<file path="src/rtl/axi4_stream_if.sv">
// axi4_stream_if: AXI4-Stream bundle (tvalid/tready/tdata/tkeep/tstrb/tlast/tuser/tdest/tid) with master and slave modports
interface axi4_stream_if #(
    parameter int TDATA_WIDTH = 32,
    parameter int TUSER_WIDTH = 1,
    parameter int TDEST_WIDTH = 1,
    parameter int TID_WIDTH   = 1
) ();
    logic                     tvalid;
    logic                     tready;
    logic [TDATA_WIDTH-1:0]   tdata;
    logic [TDATA_WIDTH/8-1:0] tkeep;
    logic [TDATA_WIDTH/8-1:0] tstrb;
    logic                     tlast;
    logic [TUSER_WIDTH-1:0]   tuser;
    logic [TDEST_WIDTH-1:0]   tdest;
    logic [TID_WIDTH-1:0]     tid;
    modport master (output tvalid, tdata, tkeep, tstrb, tlast, tuser, tdest, tid, input tready);
    modport slave (input tvalid, tdata, tkeep, tstrb, tlast, tuser, tdest, tid, output tready);
endinterface

</file>
<file path="src/rtl/axi4_stream_pkt_gen.sv">
// axi4_stream_pkt_gen: AXI4-Stream packet source (clk_i, async rst_i, start_i/stop_i, frozen size/amount/gap/tdest/tid config, busy_o, pkts_sent_o, pkt_o master)
module axi4_stream_pkt_gen #(
    parameter int TDATA_WIDTH    = 32,
    parameter int TUSER_WIDTH    = 1,
    parameter int TDEST_WIDTH    = 1,
    parameter int TID_WIDTH      = 1,
    parameter int MAX_PKT_BYTES  = 2048,
    parameter int PKT_SIZE_WIDTH = $clog2(MAX_PKT_BYTES) + 1,
    parameter int CNT_WIDTH      = 16,
    parameter int GAP_WIDTH      = 8
) (
    input  logic                      clk_i,
    input  logic                      rst_i,
    input  logic                      start_i,
    input  logic                      stop_i,
    input  logic [PKT_SIZE_WIDTH-1:0] pkt_size_i,
    input  logic [CNT_WIDTH-1:0]      pkts_amount_i,
    input  logic [GAP_WIDTH-1:0]      gap_i,
    input  logic [TDEST_WIDTH-1:0]    tdest_i,
    input  logic [TID_WIDTH-1:0]      tid_i,
    output logic                      busy_o,
    output logic [CNT_WIDTH-1:0]      pkts_sent_o,
    axi4_stream_if.master             pkt_o
);
    localparam int B = TDATA_WIDTH / 8;
    localparam logic [PKT_SIZE_WIDTH-1:0] B_W   = PKT_SIZE_WIDTH'(B);
    localparam logic [PKT_SIZE_WIDTH-1:0] MAX_W = PKT_SIZE_WIDTH'(MAX_PKT_BYTES);
    typedef enum logic [1:0] {IDLE, SEND, GAP} state_t;
    state_t                    state;
    logic [PKT_SIZE_WIDTH-1:0] cfg_size, word, nw, ns, lw, rem;
    logic [CNT_WIDTH-1:0]      cfg_amount, sent_nxt;
    logic [GAP_WIDTH-1:0]      cfg_gap, gap_cnt;
    logic [TDEST_WIDTH-1:0]    cfg_dest;
    logic [TID_WIDTH-1:0]      cfg_id;
    logic [7:0]                pkt, np, base;
    logic                      stop_pend, tvalid, tlast, sop, n_last;
    logic [TDATA_WIDTH-1:0]    tdata, n_data;
    logic [B-1:0]              tkeep, n_keep;
    logic                      hs, start_ok, done, load, go_gap;
    assign busy_o       = state != IDLE;
    assign pkt_o.tvalid = tvalid;
    assign pkt_o.tdata  = tdata;
    assign pkt_o.tkeep  = tkeep;
    assign pkt_o.tstrb  = tkeep;
    assign pkt_o.tlast  = tlast;
    assign pkt_o.tuser  = TUSER_WIDTH'(sop);
    assign pkt_o.tdest  = cfg_dest;
    assign pkt_o.tid    = cfg_id;
    // The next beat is computed from the (packet, word) pair it will carry; in IDLE the raw inputs stand in for the not-yet-latched config.
    always_comb begin
        hs       = tvalid && pkt_o.tready;
        nw       = (state == SEND && !tlast) ? word + 1'b1 : '0;
        np       = (state == IDLE) ? 8'd0 : (state == SEND && tlast) ? pkt + 8'd1 : pkt;
        ns       = (state == IDLE) ? pkt_size_i : cfg_size;
        lw       = (ns - 1'b1) / B_W;
        rem      = ns % B_W;
        base     = np + 8'(nw * B_W);
        n_last   = nw == lw;
        n_data   = '0;
        n_keep   = '0;
        for (int k = 0; k < B; k++) begin
            n_data[8*k +: 8] = base + 8'(k);
            n_keep[k]        = !n_last || rem == '0 || PKT_SIZE_WIDTH'(k) < rem;
        end
        sent_nxt = pkts_sent_o + 1'b1;
        start_ok = start_i && pkt_size_i != '0 && pkt_size_i <= MAX_W;
        done     = (cfg_amount != '0 && sent_nxt == cfg_amount) || stop_pend || stop_i;
        go_gap   = state == SEND && hs && tlast && !done && cfg_gap != '0;
        load     = (state == IDLE && start_ok)
                || (state == SEND && hs && (!tlast || (!done && cfg_gap == '0)))
                || (state == GAP && !(stop_pend || stop_i) && gap_cnt == GAP_WIDTH'(1));
    end
    always_ff @(posedge clk_i or posedge rst_i) begin
        if (rst_i) begin
            state       <= IDLE;
            cfg_size    <= '0;
            cfg_amount  <= '0;
            cfg_gap     <= '0;
            cfg_dest    <= '0;
            cfg_id      <= '0;
            word        <= '0;
            pkt         <= '0;
            gap_cnt     <= '0;
            stop_pend   <= 1'b0;
            pkts_sent_o <= '0;
            tvalid      <= 1'b0;
            tdata       <= '0;
            tkeep       <= '0;
            tlast       <= 1'b0;
            sop         <= 1'b0;
        end else begin
            tvalid <= load || (tvalid && !(hs && tlast));
            case (state)
                IDLE: begin
                    stop_pend <= 1'b0;
                    if (start_ok) begin
                        cfg_size    <= pkt_size_i;
                        cfg_amount  <= pkts_amount_i;
                        cfg_gap     <= gap_i;
                        cfg_dest    <= tdest_i;
                        cfg_id      <= tid_i;
                        pkts_sent_o <= '0;
                        state       <= SEND;
                    end
                end
                SEND: begin
                    if (stop_i) stop_pend <= 1'b1;
                    if (hs && tlast) begin
                        pkts_sent_o <= sent_nxt;
                        state       <= done ? IDLE : go_gap ? GAP : SEND;
                        gap_cnt     <= cfg_gap;
                    end
                end
                GAP: begin
                    gap_cnt <= gap_cnt - 1'b1;
                    state   <= (stop_pend || stop_i) ? IDLE : load ? SEND : GAP;
                end
                default: state <= IDLE;
            endcase
            if (load || go_gap) pkt <= np;
            if (load) begin
                word  <= nw;
                tdata <= n_data;
                tkeep <= n_keep;
                tlast <= n_last;
                sop   <= nw == '0;
            end
        end
    end
endmodule

</file>
<file path="src/flat_wrapper.sv">
// flat-port wrapper written by rule: the top's interface ports become plain ports
module axi4_stream_pkt_gen_flat 
#(
    parameter int TDATA_WIDTH    = 32,
    parameter int TUSER_WIDTH    = 1,
    parameter int TDEST_WIDTH    = 1,
    parameter int TID_WIDTH      = 1,
    parameter int MAX_PKT_BYTES  = 2048,
    parameter int PKT_SIZE_WIDTH = $clog2(MAX_PKT_BYTES) + 1,
    parameter int CNT_WIDTH      = 16,
    parameter int GAP_WIDTH      = 8
)
  (clk_i, rst_i, start_i, stop_i, pkt_size_i, pkts_amount_i, gap_i, tdest_i, tid_i, busy_o, pkts_sent_o, pkt_o_tvalid, pkt_o_tdata, pkt_o_tkeep, pkt_o_tstrb, pkt_o_tlast, pkt_o_tuser, pkt_o_tdest, pkt_o_tid, pkt_o_tready);
  axi4_stream_if #(.TDATA_WIDTH(TDATA_WIDTH), .TUSER_WIDTH(TUSER_WIDTH), .TDEST_WIDTH(TDEST_WIDTH), .TID_WIDTH(TID_WIDTH)) pkt_o_i ();
  input  logic clk_i;
  input  logic rst_i;
  input  logic start_i;
  input  logic stop_i;
  input  logic [PKT_SIZE_WIDTH-1:0] pkt_size_i;
  input  logic [CNT_WIDTH-1:0] pkts_amount_i;
  input  logic [GAP_WIDTH-1:0] gap_i;
  input  logic [TDEST_WIDTH-1:0] tdest_i;
  input  logic [TID_WIDTH-1:0] tid_i;
  output logic busy_o;
  output logic [CNT_WIDTH-1:0] pkts_sent_o;
  output wire logic [$bits(pkt_o_i.tvalid)-1:0] pkt_o_tvalid;
  output wire logic [$bits(pkt_o_i.tdata)-1:0] pkt_o_tdata;
  output wire logic [$bits(pkt_o_i.tkeep)-1:0] pkt_o_tkeep;
  output wire logic [$bits(pkt_o_i.tstrb)-1:0] pkt_o_tstrb;
  output wire logic [$bits(pkt_o_i.tlast)-1:0] pkt_o_tlast;
  output wire logic [$bits(pkt_o_i.tuser)-1:0] pkt_o_tuser;
  output wire logic [$bits(pkt_o_i.tdest)-1:0] pkt_o_tdest;
  output wire logic [$bits(pkt_o_i.tid)-1:0] pkt_o_tid;
  input wire logic [$bits(pkt_o_i.tready)-1:0] pkt_o_tready;
  assign pkt_o_tvalid = pkt_o_i.tvalid;
  assign pkt_o_tdata = pkt_o_i.tdata;
  assign pkt_o_tkeep = pkt_o_i.tkeep;
  assign pkt_o_tstrb = pkt_o_i.tstrb;
  assign pkt_o_tlast = pkt_o_i.tlast;
  assign pkt_o_tuser = pkt_o_i.tuser;
  assign pkt_o_tdest = pkt_o_i.tdest;
  assign pkt_o_tid = pkt_o_i.tid;
  assign pkt_o_i.tready = pkt_o_tready;
  axi4_stream_pkt_gen #(.TDATA_WIDTH(TDATA_WIDTH), .TUSER_WIDTH(TUSER_WIDTH), .TDEST_WIDTH(TDEST_WIDTH), .TID_WIDTH(TID_WIDTH), .MAX_PKT_BYTES(MAX_PKT_BYTES), .PKT_SIZE_WIDTH(PKT_SIZE_WIDTH), .CNT_WIDTH(CNT_WIDTH), .GAP_WIDTH(GAP_WIDTH)) u_core (.clk_i(clk_i), .rst_i(rst_i), .start_i(start_i), .stop_i(stop_i), .pkt_size_i(pkt_size_i), .pkts_amount_i(pkts_amount_i), .gap_i(gap_i), .tdest_i(tdest_i), .tid_i(tid_i), .busy_o(busy_o), .pkts_sent_o(pkts_sent_o), .pkt_o(pkt_o_i));
endmodule
</file>
<file path="config.mk">
export PLATFORM = sky130hd
export DESIGN_NAME = axi4_stream_pkt_gen_flat
export DESIGN_NICKNAME = d
export VERILOG_FILES = /design/src/rtl/axi4_stream_if.sv /design/src/rtl/axi4_stream_pkt_gen.sv /design/src/flat_wrapper.sv
export SDC_FILE = /design/constraint.sdc
export NUM_CORES = 1
export LEC_CHECK = 0
export BUFFER_PORTS_ARGS = -buffer_cell sky130_fd_sc_hd__buf_2
export CORE_MARGIN = 2
export CORE_UTILIZATION = 55
export CTS_CLUSTER_DIAMETER = 200
export DETAILED_ROUTE_END_ITERATION = 16
export MAX_ROUTING_LAYER = met4
export PLACE_DENSITY = 0.75
export SLEW_MARGIN = 20
export SYNTH_ARGS = -nofsm -noshare
export SYNTH_HDL_FRONTEND = slang
export SYNTH_SLANG_ARGS = --single-unit
</file>
<file path="constraint.sdc">
create_clock -name clk_i -period 5.43 [get_ports clk_i]
set_clock_uncertainty 0.1 [all_clocks]
set_input_delay 1.086 -clock clk_i [delete_from_list [all_inputs] [get_ports clk_i]]
set_output_delay 1.086 -clock clk_i [all_outputs]
set_load 0.005 [all_outputs]
</file>
### Word-level counts from Yosys, hierarchy flattened

Index checks and enable logic that the tools add are counted.

| operators by class | value |
|---|---|
| add/sub/neg operators | 9 |
| mux-type cells | 18 |
| reduce and logical (&&, ||, !) cells | 50 |
| $lt $le $gt $ge | 5 |
| eq/ne operators | 8 |

Operators by type and width:

| operator | count |
|---|---|
| 16-bit two-way mux | 2 |
| 16-bit one-hot mux with 2 select lines | 1 |
| 12-bit zero test | 2 |
| 12-bit two-way mux | 2 |
| 8-bit two-way mux | 3 |
| 1-bit logical AND | 17 |
| 16-bit by 1-bit adder with 16-bit output (second input constant) | 1 |
| 8-bit by 1-bit adder with 8-bit output (second input constant) | 2 |
| 8-bit by 2-bit adder with 8-bit output (second input constant) | 2 |
| 16-bit == test | 1 |
| 8-bit one-hot mux with 2 select lines | 1 |
| 16-bit nonzero test | 1 |
| 1-bit logical OR | 13 |
| 12-bit by 1-bit adder with 12-bit output (second input constant) | 1 |
| 12-bit by 10-bit == test with 1-bit output | 1 |
| 12-bit <= comparator (second input constant) | 1 |
| 2-bit two-way mux | 6 |
| 12-bit nonzero test | 1 |
| 12-bit by 1-bit subtractor with 12-bit output (second input constant) | 1 |
| 8-bit adder | 1 |
| 8-bit by 1-bit == test with 1-bit output (second input constant) | 1 |
| 8-bit zero test | 1 |
| 2-bit AND reduction | 4 |
| 8-bit nonzero test | 1 |
| 14 further kinds | 23 |

| word-level totals | value |
|---|---|
| register bits after elaboration | 124 |
| logic and storage cells | 106 |
| input port bits | 43 |
| output and inout port bits | 62 |

### Logic depth before layout (Yosys ltp)

| logic depth | value |
|---|---|
| depth after elaboration | 14 |
| gate-level depth with buffers | 16 |
| gate-level depth less buffers | 15 |

### Least setup slack after synthesis

OpenSTA, ideal clock, no wires.

| path | value |
|---|---|
| kind | flip-flop to flip-flop |
| start point | reg u_core.state[1] |
| end point | reg u_core.tdata[15] (netlist: u_core.pkt_o.tdata[15]) |
| required time | 5.207 ns |
| buffers on the path | 2 |
| library setup time | 0.123 ns |
| clock period less this slack | 3.415 ns |
| data arrival time | 3.192 ns |
| setup slack | 2.015 ns |
| cell stages (with the launch flop) | 13 |
| path through | dfrtp_1 nor2_1 clkbuf_1 clkbuf_1 nor2_1 ha_1 fa_1 xor2_1 nand3_1 or3_1 nor2_1 xor2_1 a21oi_1 |

| on the way | value |
|---|---|
| cells in the longest elaborated chain, start to end | 6 |
| elaborated cells on any way between the ends | 17 |
| classes of those cells | add/sub (2); eq/ne (2); mux (3); reduce/logical (10) |

RTL lines:

| element | line | source |
|---|---|---|
| start: declaration | axi4_stream_pkt_gen.sv:29 | `state_t state;` |
| start signal: assignment | axi4_stream_pkt_gen.sv:110 | `state <= done ? IDLE : go_gap ? GAP : SEND;` |
| start signal: assignment | axi4_stream_pkt_gen.sv:116 | `state <= (stop_pend \|\| stop_i) ? IDLE : load ? SEND : GAP;` |
| 2-bit by 1-bit == test with 1-bit output | axi4_stream_pkt_gen.sv:53 | `np = (state == IDLE) ? 8'd0 : (state == SEND && tlast) ? pkt + 8'd1 : pkt;` |
| 1-bit logical AND | axi4_stream_pkt_gen.sv:53 |  |
| 8-bit two-way mux | axi4_stream_pkt_gen.sv:53 |  |
| 8-bit two-way mux * | axi4_stream_pkt_gen.sv:53 |  |
| named net u_core.np[2] | axi4_stream_pkt_gen.sv:35 | `logic [7:0] pkt, np, base;` |
| 8-bit adder * | axi4_stream_pkt_gen.sv:57 | `base = np + 8'(nw * B_W);` |
| 8-bit by 1-bit adder with 8-bit output * | axi4_stream_pkt_gen.sv:62 | `n_data[8*k +: 8] = base + 8'(k);` |
| end signal: assignment | axi4_stream_pkt_gen.sv:123 | `tdata <= n_data;` |
| end: declaration | axi4_stream_pkt_gen.sv:37 | `logic [TDATA_WIDTH-1:0] tdata, n_data;` |

Mark *: on every way through the listed nets, which the timed path passes. The rest lies on a longest branch.
A chain may end at the register's enable or synchronous reset.

### Worst setup path after layout

Ends and elaborated chain as after synthesis.

==> results_dict.tcl <==
set metrics [dict create \
    layout_commonest_cell "dfrtp_1" \
    insertion_delay_ps 420 \
    fillers 1083 \
    cts_hold_buf 0 \
    htreeDepth 4 \
    overflow 0 \
    clk_pin_slew_ps 60 \
    cts_resized 0 \
    fin_crit_sh 0.745 \
    async_reset_ff_frac 1.00 \
    cts_tree "built" \
    leakage_nw 3.90 \
    drt-initial-drc-count 575 \
    cp_common_cell "xor2_1" \
    hold_path.class "register to register" \
    synth_top_area_share 0.414 \
    fp-row-count 42 \
    synth-compound-area-share 0.133 \
    ys_seq_area_frac 0.414 \
    synth_flop_cell "dfrtp_1" \
    layout-drive-gt1-share 0.268 \
    hp-start "u_core.pkt_o.tkeep[0]" \
    synth_edf_count 0 \
    fin_area_sq_um 8610 \
    tightest_slew_ps 803 \
    ys_ff_latch 122 \
    firstDrtPassIters 6 \
    synth_adder_area_share 0.0265 \
    post_drt_wl_per_cell_um 17.6 \
    reg2reg_slack_ps 1390 \
    outcome "completed" \
    synth_top_family_by_area "simple AND/OR/NAND/NOR gates" \
    worstSetupStartpoint "u_core.state[1]" \
    vias 6243 \
    grt.total_usage 0.268 \
    max-cap-violations 0 \
    routed_wl_um 18000 \
    layout_common_cells "122 x dfrtp_1, 104 x buf_2, 76 x nor2_1" \
    finalCriticalPeriod_ps 4040 \
    arrival_ps 4240 \
    cts_root_buffer "clkbuf_16" \
    place_congestion 0.927 \
    critPathTopFamily "simple AND/OR/NAND/NOR gates" \
    core_sq_um 13200 \
    syn_nets 807 \
    worst_setup_path_start_kind "register" \
    setup_ws_ps 1390 \
    synth_mux_area_frac 0.120 \
    crit_type "register to register" \
    synth-xor-area-share 0.0774 \
    grt_max_degree 89 \
    start_util 0.559 \
    cts_buffers 17 \
    rsz0062_at_grt "no" \
    ant_nets 0 \
    dieArea_sq_um 14300 \
    area_growth_pct 16.8 \
    die_y_um 120 \
    slowest_stage "dfrtp_1" \
    yosysWarningCount 0 \
    cp_slowest_stage_delay_ps 660 \
    via_per_inst 6.10 \
    numPortBuffers 104 \
    slew_headroom 0.465 \
    syn_area_per_cell_sq_um 9.84 \
    power_density_nw_per_um2 396 \
    synth.distinct_cells 73 \
    worstPathCellList "inv_1 -> and3_1 -> nand2_1 -> xor2_1 -> nor2_1 -> ha_1 -> fa_1 -> xor2_1 -> nand3_1 -> or3_1 -> nor2_1 -> xor2_1 -> a21oi_1" \
    cts_setup_buffers 0 \
    reg2reg_from "u_core.state[1]" \
    synth.largest_area_cell "dfrtp_1" \
    irDropWorstVdd_uv 252 \
    io_pins 105 \
    synthesis.area_sq_um 7370 \
    slew_viol_final 0 \
    cts_buffer_depth 2 \
    antenna_found_initial 0 \
    syn-instance-count 749 \
    hpwl_um 12500 \
    netlist_top_cells_area "dfrtp_1 41%, mux2_2 7.0%, nor2_1 3.9%" \
    post-place-ws_ps 1430 \
    setup_violations 0 \
    n_antenna_cell 0 \
    hold_viol 0 \
    placed_area_sq_um 7930 \
    worstSetupEndpointType "register" \
    crit_required_ps 5620 \
    first_global_vias 5995 \
    tns_ps 0 \
    fmax_mhz 247 \
    path_max_fanout 15 \
    nets 893 \
    grt_pass1_wl_um 29900 \
    worst-path-buf-inv 1 \
    drc 0 \
    cts_sinks 122 \
    synthSimpleGateAreaFrac 0.185 \
    die_w_um 120 \
]
[state kept, by name (all words and copies together) (netlist names), 2 cells and up]
register,flops
u_core.pkt_o.tdata,30
u_core.cfg_amount,16
u_core.pkts_sent_o,16
u_core.cfg_size,12
u_core.word,12
u_core.cfg_gap,8
u_core.gap_cnt,8
u_core.pkt,8
u_core.pkt_o.tkeep,4
u_core.state,2
[cell type report]
class | instances | area (sq um) | area share
Tap cell | 176 | 220 | 0.0256
Timing Repair Buffer | 111 | 586 | 0.0680
Clock buffer | 20 | 457 | 0.0530
Multi-Input combinational cell | 561 | 3990 | 0.463
Inverter | 22 | 87.6 | 0.0102
Clock inverter | 12 | 219 | 0.0254
Sequential cell | 122 | 3050 | 0.354
[where the power goes]
part | internal, mW | switching, mW
combinational | 0.434 | 0.450
sequential | 1.07 | 0.153
clock | 0.882 | 0.415
total | 2.39 | 1.02
[metal layers]
metal / GRT usage / wire length [um] / vias to the layer above
met1: 0.358 / 7810 / 3043
li1: - / - / 2911
met3: 0.0547 / 1130 / 47
met4: 0.0956 / 371 / 0
met5: - / 0 / -
met2: 0.409 / 8700 / 242
[worst paths after layout]
path,cells past startpoint,endpoint
max,13,u_core.pkt_o.tdata[15]
min,1,u_core.pkt_o.tkeep[0]
max reg2reg,13,u_core.pkt_o.tdata[15]
min reg2reg,1,u_core.pkt_o.tkeep[0]
max in group asynchronous,3,u_core.word[10]
min in group asynchronous,2,u_core.pkt_o.tdata[4]
[metrics by stage]
stage	hold WS [ps]	cells	utilization	power (mW)
after floorplan	355	749	-	1.84
after global placement	366	992	0.601	2.09
after detailed placement	371	992	0.601	2.11
after CTS	388	1024	0.653	3.42
after global routing	411	1024	0.653	3.57
final	383	1024	0.653	3.41
[cell families (layout without fill, tap and decap cells)]
family,after synthesis,count (layout)
simple gates,260,260
compound gates,151,151
flops,122,122
mux,73,73
buf+inv,66,165
xor+xnor,62,62
fa+ha+maj,15,15
[Yosys cell counts (4+ instances only)]
master and n:
xnor2_1 30, o211ai_1 4, or4_1 6, and3_1 12, nor4_1 19, nand2_1 41, dfrtp_1 122, buf_6 5
nand2b_1 6, a31oi_1 13, and4_1 4, nor2_1 76, mux2_2 46, a21oi_1 44, clkbuf_1 20, buf_4 11
o31ai_1 5, buf_2 5, or3_1 7, a21o_1 4, mux2i_1 10, nand4_1 15, nor3_1 19, ha_1 14
a21oi_2 8, xor2_1 30, o2111ai_1 4, o22ai_1 5, nand3_1 32, o21ai_0 30, mux2_4 16, inv_1 21
No activity file was read; power rests on OpenSTA's default activity.
